$ cat src/rtl/pwm_audio_out.sv
// pwm_audio_out: turns 8-bit offset-binary audio samples into a single-bit PWM
// stream for the board audio amp. One sample (plus attenuation) is latched per
// PWM period, scaled about mid-scale by an arithmetic right shift, and compared
// against a free-running period counter. An IDLE/RUN/STOP machine makes sure
// that every started period is completed, so enabling and disabling never
// produce runt pulses.
//
// Optional feature: define PWM_CENTER_ALIGNED_EN for center-aligned PWM. The
// period doubles to 2^(WIDTH+1) clocks and the pulse is centred on the middle
// of the period.
//
// Ports:
//   clk         system clock
//   rst         asynchronous, active-high reset
//   en          run request (level)
//   sample      unsigned offset-binary sample, mid-scale = 2^(WIDTH-1)
//   atten       right-shift attenuation, 0 = full volume
//   pwm_out     registered PWM audio bit
//   aud_sd      registered amp enable, high while RUN or STOP
//   sample_tick registered one-cycle pulse marking a sample/atten latch
module pwm_audio_out #(
  parameter int unsigned WIDTH = 8,
  parameter int unsigned ATTW  = 3
) (
  input  logic             clk,
  input  logic             rst,
  input  logic             en,
  input  logic [WIDTH-1:0] sample,
  input  logic [ATTW-1:0]  atten,
  output logic             pwm_out,
  output logic             aud_sd,
  output logic             sample_tick
);

`ifdef PWM_CENTER_ALIGNED_EN
  localparam int unsigned CW = WIDTH + 1;
`else
  localparam int unsigned CW = WIDTH;
`endif
  localparam int unsigned SW = WIDTH + 1;
  localparam logic [WIDTH-1:0] MID = WIDTH'(1) << (WIDTH - 1);

  typedef enum logic [1:0] {IDLE, RUN, STOP} state_t;

  state_t           state, state_n;
  logic [CW-1:0]    cnt, cnt_n;
  logic [WIDTH-1:0] duty, duty_n;
  logic             pwm_n, aud_sd_n, latch;
  logic             wrap;

  logic signed [SW-1:0] s_off, s_shr;
  logic [WIDTH-1:0]     scaled;
  logic [WIDTH-1:0]     tri_pos;

  // Volume scaling about mid-scale; only consumed on latch edges.
  always_comb begin
    s_off = $signed({1'b0, sample}) - $signed({1'b0, MID});
    s_shr = s_off >>> atten;
    if (32'(atten) >= WIDTH) begin
      // Shifting a negative value this far would leave -1, not 0.
      scaled = MID;
    end else begin
      // Result is always in range, so modular addition is exact.
      scaled = MID + s_shr[WIDTH-1:0];
    end
  end

  assign wrap = (cnt == {CW{1'b1}});

  // Next-state, counter, duty latch and output decode.
  always_comb begin
    state_n  = state;
    cnt_n    = cnt;
    duty_n   = duty;
    latch    = 1'b0;
    pwm_n    = 1'b0;
    aud_sd_n = 1'b0;
    tri_pos  = '0;

    case (state)
      IDLE: begin
        cnt_n = '0;
        if (en) begin
          state_n = RUN;
          latch   = 1'b1;
        end
      end
      RUN: begin
        cnt_n = cnt + CW'(1);
        if (wrap) begin
          if (en) begin
            latch = 1'b1;
          end else begin
            state_n = IDLE;
          end
        end else if (!en) begin
          state_n = STOP;
        end
      end
      STOP: begin
        cnt_n = cnt + CW'(1);
        if (wrap) begin
          if (en) begin
            // A rising en on the wrap edge behaves exactly like a RUN wrap.
            state_n = RUN;
            latch   = 1'b1;
          end else begin
            state_n = IDLE;
          end
        end else if (en) begin
          // Resume without relatching; the current period keeps its duty.
          state_n = RUN;
        end
      end
      default: begin
        state_n = IDLE;
        cnt_n   = '0;
      end
    endcase

    if (state_n == IDLE) begin
      cnt_n = '0;
    end
    if (latch) begin
      cnt_n  = '0;
      duty_n = scaled;
    end

    // Outputs are computed from next-cycle values so the registered pwm_out
    // lines up with cycle index k = cnt.
`ifdef PWM_CENTER_ALIGNED_EN
    tri_pos = cnt_n[CW-1] ? cnt_n[WIDTH-1:0] : ~cnt_n[WIDTH-1:0];
`else
    tri_pos = cnt_n[WIDTH-1:0];
`endif
    aud_sd_n = (state_n != IDLE);
    pwm_n    = aud_sd_n && (tri_pos < duty_n);
  end

  // State and registered outputs.
  always_ff @(posedge clk or posedge rst) begin
    if (rst) begin
      state       <= IDLE;
      cnt         <= '0;
      duty        <= '0;
      pwm_out     <= 1'b0;
      aud_sd      <= 1'b0;
      sample_tick <= 1'b0;
    end else begin
      state       <= state_n;
      cnt         <= cnt_n;
      duty        <= duty_n;
      pwm_out     <= pwm_n;
      aud_sd      <= aud_sd_n;
      sample_tick <= latch;
    end
  end

endmodule

$ cat config.mk
export PLATFORM = sky130hd
export DESIGN_NAME = pwm_audio_out
export DESIGN_NICKNAME = d
export VERILOG_FILES = /design/src/rtl/pwm_audio_out.sv
export SDC_FILE = /design/constraint.sdc
export NUM_CORES = 1
export LEC_CHECK = 0
export CORE_UTILIZATION = 43
export CTS_CLUSTER_SIZE = 14
export DETAILED_ROUTE_END_ITERATION = 16
export HOLD_SLACK_MARGIN = 0.12
export PLACE_DENSITY = 0.74
export SYNTH_ARGS = -nofsm -noshare
export SYNTH_HDL_FRONTEND = slang
export SYNTH_SLANG_ARGS = --single-unit
$ cat constraint.sdc
create_clock -name clk -period 3.5 [get_ports clk]
set_input_delay 1.05 -clock clk [delete_from_list [all_inputs] [get_ports clk]]
set_output_delay 1.05 -clock clk [all_outputs]
set_load 0.02 [all_outputs]
==> results of run 1 <==
metal layers:
layer	share of wire, %	GRT usage (%)	up-vias
li1	-	-	581
met3	3.2	3.930	3
met2	50	29.53	19
met1	47	23.80	548
met4	0.62	3.987	0
met5	0	0	-
per-stage QoR:
step           setup slack [ns]  utilization (%)  hold slack [ns]  power (mW)
6_report                 0.1215            55.40           0.4929       1.078
4_1_cts                  0.1095            55.08           0.4996       1.076
2_1_floorplan            0.6666                -           0.4520      0.7549
5_1_grt                -0.02036            55.40           0.5279       1.165
3_5_place_dp            -0.2080            54.23           0.4736      0.9630
3_3_place_gp            0.01030            54.23           0.4765      0.9266
area by class of cell:
| cell class | instances | area share (%) |
|---|---|---|
| Sequential cell | 21 | 30.57 |
| Clock buffer | 4 | 1.528 |
| Multi-Input combinational cell | 109 | 49.05 |
| Tap cell | 44 | 3.202 |
| Inverter | 11 | 2.402 |
| Timing Repair Buffer | 25 | 13.25 |
sequential cells by signal, indices dropped and copies added (netlist names):
signal / cells
duty: 8
pwm_out: 1
sample_tick: 1
state: 2
aud_sd: 1
cnt: 8
report_power, final:
group | switching (mW) | internal, mW | total [mW] | leakage, nW
registers | 0.0431 | 0.324 | 0.367 | 0.268
clock network | 0.0667 | 0.0445 | 0.111 | 0.0150
logic | 0.306 | 0.293 | 0.599 | 0.486
cells in the final DEF, fill, tap and decap left out, types with 4 or more instances in the layout:
| cell type | n |
|---|---|
| a21oi_1 | 5 |
| buf_4 | 9 |
| clkdlybuf4s50_1 | 16 |
| dfrtp_1 | 21 |
| ha_1 | 12 |
| inv_1 | 11 |
| mux2_2 | 4 |
| mux2i_1 | 10 |
| nand2b_1 | 4 |
| nand3_1 | 6 |
| nand4_1 | 5 |
| nor2_1 | 16 |
| o21ai_0 | 9 |
| xor2_1 | 5 |
path summary, 6_finish.rpt:
path | start | endpoint | slack, ns | cells after the start
worst min-delay path | duty[5]$_DFF_PP0_ | duty[5]$_DFF_PP0_ | 0.49 | 2
min in group asynchronous | rst | state[0]$_DFF_PP0_ | 1.18 | 2
worst min register to register | duty[5]$_DFF_PP0_ | duty[5]$_DFF_PP0_ | 0.49 | 2
worst max-delay path | en | pwm_out$_DFF_PP0_ | 0.12 | 12
worst max register to register | state[1]$_DFF_PP0_ | pwm_out$_DFF_PP0_ | 0.66 | 13
max in group asynchronous | rst | duty[3]$_DFF_PP0_ | 1.83 | 2
cells by family (layout without fill, tap and decap cells):
logic type      count (synthesis)  count (layout)  share of synthesized area, %
mux                            16              16                         12.82
flops                          21              21                         36.87
fa+ha+maj                      12              12                         10.54
compound gates                 31              31                         15.54
buf+inv                        16              40                         4.654
xor+xnor                        6               6                         3.687
simple gates                   44              44                         15.89
worst max-delay path, stage by stage:
cell and delay, ns:
clkdlybuf4s50_1 0.52, and4b_1 0.26, a31oi_1 0.19, a22oi_2 0.13, o211ai_2 0.29, nor2_1 0.12, ha_1 0.32, a21oi_1 0.15
nor2b_1 0.06, o21ai_0 0.18, o211a_1 0.18, o221a_1 0.16
==> results.md, run 1 <==
- Drc violations: 0
- Worst setup EP type: flop
- Pwr per Cell Area: 626.8 nW/um2
- Post-CTS Resized: 0
- Chip Width: 59.57 um
- Syn-to-layout area delta: 20.63%
- First DRT Iteration DRCs: 69
- Die area: 3549 um2
- Distinct cells, synth: between 40 and 50
- Routed wire length: 2.910 mm
- Synth cell count leaders: dfrtp_1, nor2_1, ha_1
- Number of diodes: 0
- Clock root cell: clkbuf_4
- Mean Syn Cell Area: between 9 and 10 um2
- Share of layout cells above drive strength 1: 13.53%
- Post-DP HPWL: 2.314 mm
- Leakage: 0.7689 nW
- Cell Area, Placed: 1683 um2
- CTS tree: done
- Detail Route Antenna Nets: 0
- Post-synthesis instance area: between 1000 and 1500 um2
- Final Cycle Share: a little over nine tenths
- Synth Instances: 146
- Final Setup Violations: 0
- # IOs: 17
- Fin nets: 197
- GRT Resource Usage Total: between 10% and 20%
- Synth async-reset ratio: 100.0%
- First-pass GRT wire length: about 4.7 mm
- Wire per inst: 13.60 um
- Synthesized flop and latch total: 21
- Syn_nets: 172
- Skew-Pair Late Insertion Delay: 0.30 ns
- Postcts setup bufs: 0
- Max VDD drop: about 0.23 mV
- Detailed-route via count: around 1200
- Setup CP Type: input pin to flop
- GPL Wtd Cong: 0.8623
- CTS max path bufs: 2
- Initial DRT Pass Iterations: 4
- Final instance area: 1719 um2
- Synth Flop Type: dfrtp_1
- Synth top area share: approximately 37%
- Fin. max-slew vios: 0
- Arrival time at the worst endpoint: 3.63 ns
- Required @ worst endpoint: about 3.8 ns
- Vias in the first global route: 1099
- Sequential element share of the synthesized area: 36.87%
- # rows: 20
- Grt total ovfl: 0
- Initial antenna violation count: 0
- Clock Skew: between 0.005 and 0.006 ns
- IO buf count: 16
- Crit path max fanout: 7
- Vias per inst: between 5 and 6
- Largest net degree at the start of global routing: 22
- Final Hold Vio Count: 0
- Crit path time final: 3.378 ns
- Hold buffer count at cts: 0
- Clk sink count: 21
- Max-slew headroom: 48.32%
- Largest cells by area after synthesis: dfrtp_1, ha_1, mux2i_1
- Num CTS Buffers: 3
- Reg area: between 500 and 600 um2
- Post-synth EDFFs: 0
- Hold WC Path Type: flop to flop
- Yosys warns: 0
- H-tree Lvls: 1
- Fin cells: 214
- Post-placement cell count: 210
- Worst-path clk slew: 0.11 ns
- CP startpoint kind: input pin
- Setup total negative slack: 0 ns
- Vert. Die Dim: approximately 60 um
- Status: finished, final reports clean
- Core ar.: just over 3000 um2
- Multi-input gate area: 843.3 um2
- Slew @ Worst Pin: 0.7744 ns
- Max-Cap Viols: 0
- Achievable frequency: 296.0 MHz
- FILL cells: 288
- Synth area leader: dfrtp_1
- Most numerous cell in the Yosys netlist: dfrtp_1
- Starting density of the core: 45.93%
(Power assumes the default switching activity.)
==> inputs of run 2 (changes only) <==
Settings changed: CORE_UTILIZATION 43 to 25, PLACE_DENSITY 0.74 to 0.52.
==> run 2 against run 1 <==
Effect of this change:
- sequential power about the same
- critical path depth unchanged
- sequential share of layout area decreased by 1.2 points
- die area increased by 69%
- worst setup slack gained 0.048 ns
- maximum frequency is 1.4% higher
- largest power group unchanged
- clock-buffer cell count unchanged
- critical path type unchanged
- cell count up 14%
- core utilization shrank 23 points
==> results.md, run 2 (synthesis results as in run 1) <==
- Status: finished, final reports clean (unchanged)
- Most frequent cells in the layout: dfrtp_1, clkdlybuf4s50_1, nor2_1, ha_1, inv_1 (was dfrtp_1, nor2_1, clkdlybuf4s50_1, ha_1, inv_1)
- Drc violations: 0 (unchanged)
- Crit path max fanout: 7 (unchanged)
- First-pass GRT wire length: 4.885 mm (was 4.747 mm)
- Max-slew headroom: 46.92% (was 48.32%)
- Worst hold slack: 0.4907 ns (was 0.4929 ns)
- Internal power: 0.7109 mW (was 0.6615 mW)
- Clock root cell: clkbuf_8 (was clkbuf_4)
- RSZ-0062 raised after global routing: false
- H-tree Lvls: 1 (unchanged)
- Worst setup EP type: flop (unchanged)
- Setup CP Type: input pin to flop (unchanged)
- Clock Skew: 0.004439 ns (was 0.005627 ns)
- Pwr per Cell Area: 635.2 nW/um2 (was 626.8 nW/um2)
- Max-Cap Viols: 0 (unchanged)
- Achievable frequency: 300.3 MHz (was 296.0 MHz)
- Reg area: 525.5 um2 (unchanged)
- Number of diodes: 0 (unchanged)
- Post-CTS Resized: 0 (unchanged)
- # rows: 27 (was 20)
- Postcts setup bufs: 0 (unchanged)
- CTS tree: done (unchanged)
- Comb power frac: 54.1% (was 55.6%)
- Initial DRT Pass Iterations: 4 (unchanged)
- GRT Resource Usage Total: 10.14% (was 17.82%)
- # IOs: 17 (unchanged)
- Clock power frac: 13.6% (was 10.3%)
- Biggest regs: cnt: 8 flops, duty: 8 flops, state: 2 flops (unchanged)
- Skew-Pair Late Insertion Delay: 0.26 ns (was 0.30 ns)
- Setup total negative slack: 0 ns (unchanged)
- Detail Route Antenna Nets: 0 (unchanged)
- Commonest non-fill, non-tap cell in the layout: dfrtp_1 (unchanged)
- Syn-to-layout area delta: 25.72% (was 20.63%)
- IO buf count: 16 (unchanged)
- Vert. Die Dim: 77.50 um (was 59.57 um)
- Final Cycle Share: 95.16% (was 96.53%)
- Share of power burned in registers: 32.2% (was 34.1%)
- Crit path time final: 3.330 ns (was 3.378 ns)
- Slowest Stage Delay on Critical Path: 0.51 ns (was 0.52 ns)
- Largest net degree at the start of global routing: 22 (unchanged)
- Routed wire length: 2.954 mm (was 2.910 mm)
- Slew @ Worst Pin: 0.7954 ns (was 0.7744 ns)
- Die area: 6006 um2 (was 3549 um2)
- Worst-path clk slew: 0.07 ns (was 0.11 ns)
- Switching share of power: 37.53% (was 38.61%)
- Vias in the first global route: 1078 (was 1099)
- Sw power: 0.4271 mW (was 0.4161 mW)
- Fin. max-slew vios: 0 (unchanged)
- Hold buffer count at cts: 0 (unchanged)
- Initial antenna violation count: 0 (unchanged)
- Final Setup Violations: 0 (unchanged)
- FILL cells: 559 (was 288)
- Num CTS Buffers: 3 (unchanged)
- Clk sink count: 21 (unchanged)
- Chip Width: 77.50 um (was 59.57 um)
- Cell Chain, Critical Path: clkdlybuf4s50_1 > and4b_1 > a31oi_1 > a22oi_2 > o211ai_4 > nor2_2 > ha_1 > a21oi_1 > nor2b_1 > o21ai_0 > o211a_1 > o221a_1 (was clkdlybuf4s50_1 > and4b_1 > a31oi_1 > a22oi_2 > o211ai_2 > nor2_1 > ha_1 > a21oi_1 > nor2b_1 > o21ai_0 > o211a_1 > o221a_1)
- Leakage: 0.7813 nW (was 0.7689 nW)
- Multi-input gate area: 854.6 um2 (was 843.3 um2)
- Wire per inst: 12.16 um (was 13.60 um)
- Vias per inst: 4.638 (was 5.379)
- Arrival time at the worst endpoint: 3.52 ns (was 3.63 ns)
- Max VDD drop: 0.3495 mV (was 0.2292 mV)
- CTS max path bufs: 2 (unchanged)
- Final Hold Vio Count: 0 (unchanged)
- Grt total ovfl: 0 (unchanged)
- First DRT Iteration DRCs: 44 (was 69)
- Share of layout cells above drive strength 1: 14.62% (was 13.53%)
- Starting density of the core: 25.88% (was 45.93%)
- Fin nets: 198 (was 197)
- Crit path max-delay cell type: clkdlybuf4s50_1 (unchanged)
- Detailed-route via count: 1127 (was 1151)
- GPL Wtd Cong: 0.7531 (was 0.8623)
- Post-DP HPWL: 2.307 mm (was 2.314 mm)
- Required @ worst endpoint: 3.69 ns (was 3.75 ns)
- Core ar.: 5507 um2 (was 3103 um2)
- Hold WC Path Type: flop to flop (unchanged)
- CP startpoint kind: input pin (unchanged)
==> run 2: worst paths after layout <==
kind                                     from                  to  slack (ns)  depth (start not counted)
setup / recovery                           en   pwm_out$_DFF_PP0_        0.17                         12
max in group asynchronous                 rst  state[0]$_DFF_PP0_        1.75                          2
min in group asynchronous                 rst    cnt[2]$_DFF_PP0_        1.25                          2
setup reg to reg           state[0]$_DFF_PP0_   pwm_out$_DFF_PP0_        0.74                         13
hold / removal              duty[6]$_DFF_PP0_   duty[6]$_DFF_PP0_        0.49                          2
hold reg to reg             duty[6]$_DFF_PP0_   duty[6]$_DFF_PP0_        0.49                          2
==> run 2: per-layer routing <==
layer	part of all wire, %	global-route usage, %	up-vias	wire, um
li1	-	-	577	-
met1	53	14.55	536	1573
met2	44	15.66	12	1298
met3	2.6	2.588	2	76
met4	0.20	1.132	0	6
met5	0	0	-	0
==> run 2: area by class of cell <==
cell class / count / area share (%)
Clock buffer: 4 / 2.514
Inverter: 11 / 2.304
Multi-Input combinational cell: 109 / 47.70
Sequential cell: 21 / 29.33
Tap cell: 72 / 5.028
Timing Repair Buffer: 26 / 13.13
==> run 2: metrics by stage <==
step                instance area [um2]  worst slack [ns]  utilization, %  cells  power [mW]
finish                             1792            0.1695           32.54    243       1.138
global route                       1792           0.04971           32.54    243       1.234
CTS                                1770           0.06665           32.15    243       1.123
detailed placement                 1725           -0.1738           31.33    239      0.9603
global placement                   1725           -0.1531           31.33    239      0.9624
floorplan                          1425            0.6666               -    146      0.7549
==> run 2: critical path: cells and delay by family <==
family	cells	cell delay, ns
AOI/OAI and AO/OA	7	1.25
adders and majority gates	1	0.31
buffers and inverters	1	0.51
and+or+nand+nor	3	0.40
==> run 2: power groups by stage <==
stage	clock [mW]	sequential, mW	combinational (mW)
final	0.155	0.367	0.616
after global routing	0.173	0.379	0.682
after CTS	0.162	0.367	0.594
after detailed placement	0	0.371	0.590
after global placement	0	0.373	0.589
after floorplan	0	0.383	0.372
